===== src/rtl/mux_scan_pkg.sv =====
// Shared types and sizing for the mux-tree scan sequencer.
package mux_scan_pkg;
    localparam int NCH      = 8;
    localparam int IDX_W    = 3;
    localparam int HOLD_MAX = 16;
    // Wide enough to hold HOLD_MAX-1, the largest terminal count.
    localparam int TMR_W    = $clog2(HOLD_MAX);

    typedef enum logic [1:0] {
        IDLE = 2'd0,
        SCAN = 2'd1,
        DONE = 2'd2
    } state_t;
endpackage


===== src/rtl/mux_scan_ctrl_step_timer.sv =====
// Modulo-HOLD step counter; tc marks the last cycle of each select step.
module step_timer
    import mux_scan_pkg::*;
#(
    parameter int HOLD = 1
) (
    input  logic clk,
    input  logic rst,
    input  logic clr,
    input  logic en,
    output logic tc
);

    localparam logic [TMR_W-1:0] LAST = TMR_W'(HOLD - 1);

    logic [TMR_W-1:0] cnt;

    assign tc = en && !clr && (cnt == LAST);

    always_ff @(posedge clk or posedge rst) begin
        if (rst) begin
            cnt <= '0;
        end else if (clr) begin
            cnt <= '0;
        end else if (en) begin
            cnt <= tc ? '0 : cnt + TMR_W'(1);
        end
    end

endmodule


===== src/rtl/mux_scan_ctrl.sv =====
// Drives the l2mux data/select inputs, walks index 0..7 and loops y8 back
// into a captured word with a one-cycle valid pulse.
module mux_scan_ctrl
    import mux_scan_pkg::*;
#(
    parameter int HOLD = 1
) (
    input  logic       clk,
    input  logic       rst,
    input  logic       start,
    input  logic       abort,
    input  logic [7:0] din,
    output logic       a1,
    output logic       a2,
    output logic       b1,
    output logic       b2,
    output logic       c1,
    output logic       c2,
    output logic       d1,
    output logic       d2,
    output logic       sabcd,
    output logic       sxy,
    output logic       sz,
    input  logic       y8,
    output logic       busy,
    output logic [7:0] rdata,
    output logic       valid
);

    state_t           state_q, state_d;
    logic [IDX_W-1:0] idx_q;
    logic [NCH-1:0]   data_q;
    logic [NCH-1:0]   cap_q;
    logic [NCH-1:0]   rdata_q;
    logic             valid_q;

    logic in_scan, accept, step, last_step, clr_tmr, tc;

    assign in_scan   = (state_q == SCAN);
    assign accept    = (state_q == IDLE) && start && !abort;
    // Abort outranks a coincident capture, so a step needs abort low.
    assign step      = in_scan && !abort && tc;
    assign last_step = step && (idx_q == IDX_W'(NCH - 1));
    assign clr_tmr   = !in_scan || abort;

    step_timer #(
        .HOLD(HOLD)
    ) u_timer (
        .clk(clk),
        .rst(rst),
        .clr(clr_tmr),
        .en (in_scan),
        .tc (tc)
    );

    always_comb begin
        state_d = state_q;
        case (state_q)
            IDLE:    if (accept) state_d = SCAN;
            SCAN: begin
                if (abort)          state_d = IDLE;
                else if (last_step) state_d = DONE;
            end
            DONE:    state_d = IDLE;
            default: state_d = IDLE;
        endcase
    end

    always_ff @(posedge clk or posedge rst) begin
        if (rst) begin
            state_q <= IDLE;
            idx_q   <= '0;
            data_q  <= '0;
            cap_q   <= '0;
            rdata_q <= '0;
            valid_q <= 1'b0;
        end else begin
            state_q <= state_d;
            valid_q <= last_step;
            if (accept) begin
                data_q <= din;
                idx_q  <= '0;
                cap_q  <= '0;
            end else if (in_scan && abort) begin
                idx_q <= '0;
            end else if (step) begin
                cap_q[idx_q] <= y8;
                idx_q        <= idx_q + IDX_W'(1);
                // Index 7 is the MSB; merge the live sample with the earlier bits.
                if (last_step) rdata_q <= {y8, cap_q[NCH-2:0]};
            end
        end
    end

    assign {d2, d1, c2, c1, b2, b1, a2, a1} = data_q;
    assign {sz, sxy, sabcd} = idx_q;
    assign busy  = (state_q != IDLE);
    assign rdata = rdata_q;
    assign valid = valid_q;

endmodule


===== config.mk =====
export PLATFORM = sky130hd
export DESIGN_NAME = mux_scan_ctrl
export DESIGN_NICKNAME = d
export VERILOG_FILES = /design/src/rtl/mux_scan_pkg.sv /design/src/rtl/mux_scan_ctrl_step_timer.sv /design/src/rtl/mux_scan_ctrl.sv
export SDC_FILE = /design/constraint.sdc
export NUM_CORES = 1
export LEC_CHECK = 0
export CELL_PAD_IN_SITES_DETAIL_PLACEMENT = 1
export CELL_PAD_IN_SITES_GLOBAL_PLACEMENT = 1
export CORE_ASPECT_RATIO = 0.8
export CORE_MARGIN = 1.5
export CORE_UTILIZATION = 30
export DETAILED_ROUTE_END_ITERATION = 12
export DONT_BUFFER_PORTS = 1
export GPL_TIMING_DRIVEN = 0
export PLACE_DENSITY_LB_ADDON = 0.1
export SLEW_MARGIN = 15
export SYNTH_ARGS = -nofsm -noshare
export SYNTH_HDL_FRONTEND = slang
export SYNTH_SLANG_ARGS = --single-unit

===== constraint.sdc =====
create_clock -name clk -period 1.8 [get_ports clk]
set_input_delay 0.45 -clock clk [delete_from_list [all_inputs] [get_ports clk]]
set_output_delay 0.45 -clock clk [all_outputs]
set_load 0.005 [all_outputs]

-- Word level (Yosys, flattened, before mapping)
Cells that the tools add are included.
- input bits: 13
- register bits: 34
- order comparisons: 2
- bitwise operators: 2
- add/subtract/negate cells: 2
- reductions and logical operators: 22
- equality and inequality tests: 5
- muxes and demuxes: 16
- operators by type and width (operator ; number):
    8-bit two-way mux ; 3
    4-bit two-way mux ; 3
    1-bit logical AND ; 9
    3-bit two-way mux ; 3
    8-bit bitwise mux ; 1
    2-bit two-way mux ; 3
    2-bit nonzero test ; 3
    4-bit by 1-bit adder with 4-bit output (second input constant) ; 1
    4-bit logical NOT ; 1
    3-bit by 4-bit less-than comparator with 1-bit output (second input constant) ; 1
    2-bit inequality test (second input constant) ; 2
    2-bit one-hot mux with 2 select lines ; 1
    2-bit AND reduction ; 2
    4-bit AND reduction ; 1
    3-bit by 1-bit adder with 3-bit output (second input constant) ; 1
    1-bit demux with 3-bit select ; 1
    3-bit equality test (second input constant) ; 1
    3-bit by 1-bit >= comparator with 1-bit output (second input constant) ; 1
    1-bit logical NOT ; 3
    3-bit by 2-bit inequality test with 1-bit output (second input constant) ; 1
    3-bit nonzero test ; 1
    2-bit by 1-bit equality test with 1-bit output (second input constant) ; 1
    2-bit logical NOT ; 1
    1-bit NOT ; 2
    2 further kinds ; 2

-- Logic depth before layout (Yosys ltp)
- word-level depth: 11
- gate-level depth with buffers: 6
- mapped depth without buffers: 6

-- Modules after synthesis
From an unflattened synthesis, not the netlist that was laid out.
- cell total of the unflattened synthesis: 140
- area total of the unflattened synthesis: 1545.2 um^2
- by module, submodules not included (module ; seq. area each (um^2) ; times used ; cells an instance ; area an instance (um^2)):
    mux_scan_ctrl ; 725.7 ; 1 ; 115 ; 1288.7
    step_timer ; 100.1 ; 1 ; 25 ; 256.5

-- Worst setup path after synthesis
Ideal clock, no wire load.
- path kind: flip-flop to flip-flop
- start: register u_timer.cnt[0]
- end: register rdata_q[5] (netlist: rdata[5])
- path slack: 120 ps
- buffers on the path: 0
- required time: 1673 ps
- library setup time: 127 ps
- arrival: 1552 ps
- stages on the path, launching flop included: 7
- path through: dfrtp_1 -> inv_1 -> ha_1 -> nor3b_4 -> nand3_4 -> inv_2 -> mux2_1
- word-level cells in the longest chain between the ends: 5
- RTL lines (element ; line ; source):
    start: declaration ; mux_scan_ctrl_step_timer.sv:16 ; logic [TMR_W-1:0] cnt;
    start signal: assignment ; mux_scan_ctrl_step_timer.sv:26 ; cnt <= tc ? '0 : cnt + TMR_W'(1);
    4-bit logical NOT ; mux_scan_ctrl_step_timer.sv:18 ; assign tc = en && !clr && (cnt == LAST);
    1-bit logical AND ; mux_scan_ctrl_step_timer.sv:18 ;
    1-bit logical AND ; mux_scan_ctrl.sv:42 ; assign step = in_scan && !abort && tc;
    1-bit logical AND ; mux_scan_ctrl.sv:43 ; assign last_step = step && (idx_q == IDX_W'(NCH - 1));
    named net last_step ; mux_scan_ctrl.sv:37 ; logic in_scan, accept, step, last_step, clr_tmr, tc;
    4-bit AND reduction (no source line) ; -- ;
    end signal: assignment ; mux_scan_ctrl.sv:90 ; if (last_step) rdata_q <= {y8, cap_q[NCH-2:0]};
    end: declaration ; mux_scan_ctrl.sv:34 ; logic [NCH-1:0] rdata_q;
The timed path passes the listed nets, and every way through them passes these cells.
A chain may end at the register's enable or synchronous reset.

-- Worst setup path after layout
- start: register u_timer.cnt[0]
- end: register rdata_q[7] (netlist: rdata[7])
The elaborated chain is that of the path after synthesis.

==> metrics.md <==
| Metric | Value |
|---|---|
| Relative slew slack | 51.4% |
| Die width | 82.0 um |
| Post-route cell area | 0.00173 sq mm |
| Area after DPL | 0.00157 sq mm |
| Mux contribution to synthesized area | 10.7% |
| Core ar. | 0.00468 sq mm |
| Grt total ovfl | 0 |
| Mean post-synth cell area | 11.2 sq um |
| RSZ-0062 raised after global routing | no |
| Clock transition at the registers of the reported paths | 80 ps |
| Drt wl/cell | 15.7 um |
| Synthesized instance count | 134 |
| Crit path max fanout | 7 |
| 1st-iter DRT viols | 15 |
| R2R cell count | 6 |
| Crit share post-route | 94.1% |
| Layout cells sized above 1 | 20.1% |
| CTS root buf | clkbuf_8 |
| Final hold vios | 0 |
| Worst Skew | 10.8 ps |
| XOR/XNOR Fraction of Synth Area | 0.585% |
| Area Growth Syn to Fin | 15.4% |
| Synthesized flop and latch total | 33 |
| Reg-to-Reg Start | u_timer.cnt[0]$_DFFE_PP0P_ |
| Adder-cell area share of the yosys netlist | 3.34% |
| Via/cell ratio | 4.80 |
| H-tree levels | 2 |
| FILL cells | 518 |
| Area contributors post-synth | dfrtp_1, nand2_1, mux2i_1, mux2_2, ha_1 |
| Hold crit path type | primary input to asynchronous set/reset pin |
| DRC Markers | 0 |
| Worst R2R End | rdata[7]$_DFFE_PP0P_ |
| Distinct cells, synth | 30 |
| Mapped Nets | 151 |
| GRT Total Usage | 13.5% |
| TritonCTS clock tree | built |
| Fin nets | 160 |
| Simple-gate portion of the synthesized area | 24.7% |
| Commonest non-fill, non-tap cell in the layout | nand2_1 |
| Crit path launch type | register |
| Deepest clock path buffer count | 2 |
| Critical path endpoint category | register |
| Largest family of logic cells by synthesized area | simple AND/OR/NAND/NOR gates |
| Cts bufs inserted | 5 |
| Initial Utilization | 32.0% |
| Die area | 0.00543 sq mm |
| Initial antenna violation count | 0 |
| Hold_buf cts | 0 |
| Largest net degree at the start of global routing | 34 |
| IO Pins | 34 |
| Routed Antenna Nets | 0 |
| DP HPWL | 2260 um |
| Crit path time final | 1690 ps |
| Total number of vias | 979 |
| Worst Setup Slack, final | 107 ps |
| Yosys top cell area share | 55.1% |
| IO buf count | 0 |
| Setup CP Type | register to register |
| Complex-gate fraction of the synthesized area | 3.01% |
| # setup viols final | 0 |
| Achievable Freq | 591 MHz |
| Synth warn | 0 |
| Max Slew Vio Count | 0 |
| Flop-to-flop setup slack | 110 ps |
| Max_cap viols | 0 |
| Status | finished, final reports clean |
| Diodes inserted | 0 |
| Placer congestion estimate | 0.688 |
| CP required | 1970 ps |
| Leak | 0.864 nW |
| PwrDens | 1040 mW/mm^2 |
| Arr. time, crit path | 1860 ps |
| Area leader, netlist | dfrtp_1 |
| Number of global-route vias before repair | 1,036 |
| Max VDD drop | 532 uV |
| CTS Sinks | 33 |
| Post-synthesis sequential area ratio | 55.1% |
| Pre-CTS WS | -248 ps |
| Routed WL | 3210 um |
| Post-Syn Area | 0.00150 sq mm |
| Std cell rows | 22 |
| Die H | 66.2 um |
| First-pass GRT wire length | 5240 um |
| Commonest non-fill, non-tap cells in the layout | nand2_1, dfrtp_1, mux2i_1 |
| Worst-Skew Late Latency | 290 ps |
| Worst-Margin Slew | 727 ps |
| Pre-antenna DRT Iters | 4 |
layout make-up:
type	count	area [sq um]	share of cell area, %
timing repair buffer	2	15.0	0.869
clock buffer	5	68.8	3.98
tap	60	75.1	4.34
clock inverter	3	65.1	3.77
inverter	6	25.0	1.45
multi-input combinational	92	637	36.9
buffer	3	15.0	0.869
sequential	33	827	47.9
where the power goes:
group	total, W	internal [W]	leakage (nW)	switching, W
sequential	0.000848	0.000795	0.444	0.0000526
clock	0.000830	0.000550	0.0681	0.000280
combinational	0.000127	0.0000517	0.352	0.0000755
synthesized netlist by cell type, drive strengths merged:
library cell and number:
ha 4, and2 1, or4b 1, or3 1, or3b 3, nand3 4, nand2b 2, nor4b 1
nor4 1, nor3b 2, o21ai 4, mux2i 7, a21oi 5, xor2 1, nand3b 1, nand4b 3
nor2 2, inv 6, buf 3, or2 1, nand2 34, dfrtp 33, mux2 8, nand4 3
nor3 1, nor2b 2
sequential cells by signal, summed over array words and instances, names as in the netlist:
register	count
rdata	8
valid	1
state_q	2
u_timer.cnt	4
data_q	8
idx_q	3
cap_q	7
critical path, stage by stage, from the launching register on:
cell and delay (ps):
dfrtp_1 420, inv_1 70, ha_1 180, nor3b_4 260
nand3_4 190, inv_4 130, mux2_1 340
timing repair:
action / in CTS / in global routing
pin swaps: 1 / 0
gates resized for setup: 0 / 3
endpoints found under the setup margin: 9 / 4
buffers inserted: 2 / 0
per-stage QoR:
stage	cells	power, W	utilization (%)	TNS [ps]	hold slack [ps]
3_5_place_dp	194	0.000994	33.6	-796	483
5_1_grt	204	0.00189	36.9	0	203
6_report	204	0.00180	36.9	0	148
3_3_place_gp	194	0.000986	33.6	-438	481
2_1_floorplan	134	0.000950	-	0	464
4_1_cts	204	0.00184	36.8	0	173
worst max path at each step:
stage	start	endpoint	slack, ps	depth (start not counted)
floorplan	u_timer.cnt[0]$_DFFE_PP0P_	rdata[5]$_DFFE_PP0P_	120	6
global placement	u_timer.cnt[0]$_DFFE_PP0P_	rdata[6]$_DFFE_PP0P_	-150	6
detailed placement	u_timer.cnt[0]$_DFFE_PP0P_	rdata[7]$_DFFE_PP0P_	-250	6
CTS	idx_q[0]$_DFFE_PP0P_	rdata[7]$_DFFE_PP0P_	20	5
global route	u_timer.cnt[0]$_DFFE_PP0P_	rdata[7]$_DFFE_PP0P_	10	6
finish	u_timer.cnt[0]$_DFFE_PP0P_	rdata[7]$_DFFE_PP0P_	110	6
metal layers:
| layer | wire [um] | vias to the layer above | global-route usage (%) |
|---|---|---|---|
| met1 | 1590 | 479 | 18.3 |
| met4 | 65 | 0 | 6.99 |
| met5 | 0 | - | 0 |
| met3 | 166 | 7 | 4.55 |
| li1 | - | 470 | - |
| met2 | 1390 | 23 | 19.0 |
cell families (layout without fill, tap and decap cells):
kind of cell / Yosys count / after routing
buffers and inverters: 9 / 19
AO/OA/AOI/OAI: 9 / 9
AND/OR/NAND/NOR: 63 / 63
multiplexers: 15 / 15
flip-flops: 33 / 33
adder cells (fa/ha/maj): 4 / 4
XOR/XNOR: 1 / 1
Power figures use the tool's default switching activity.
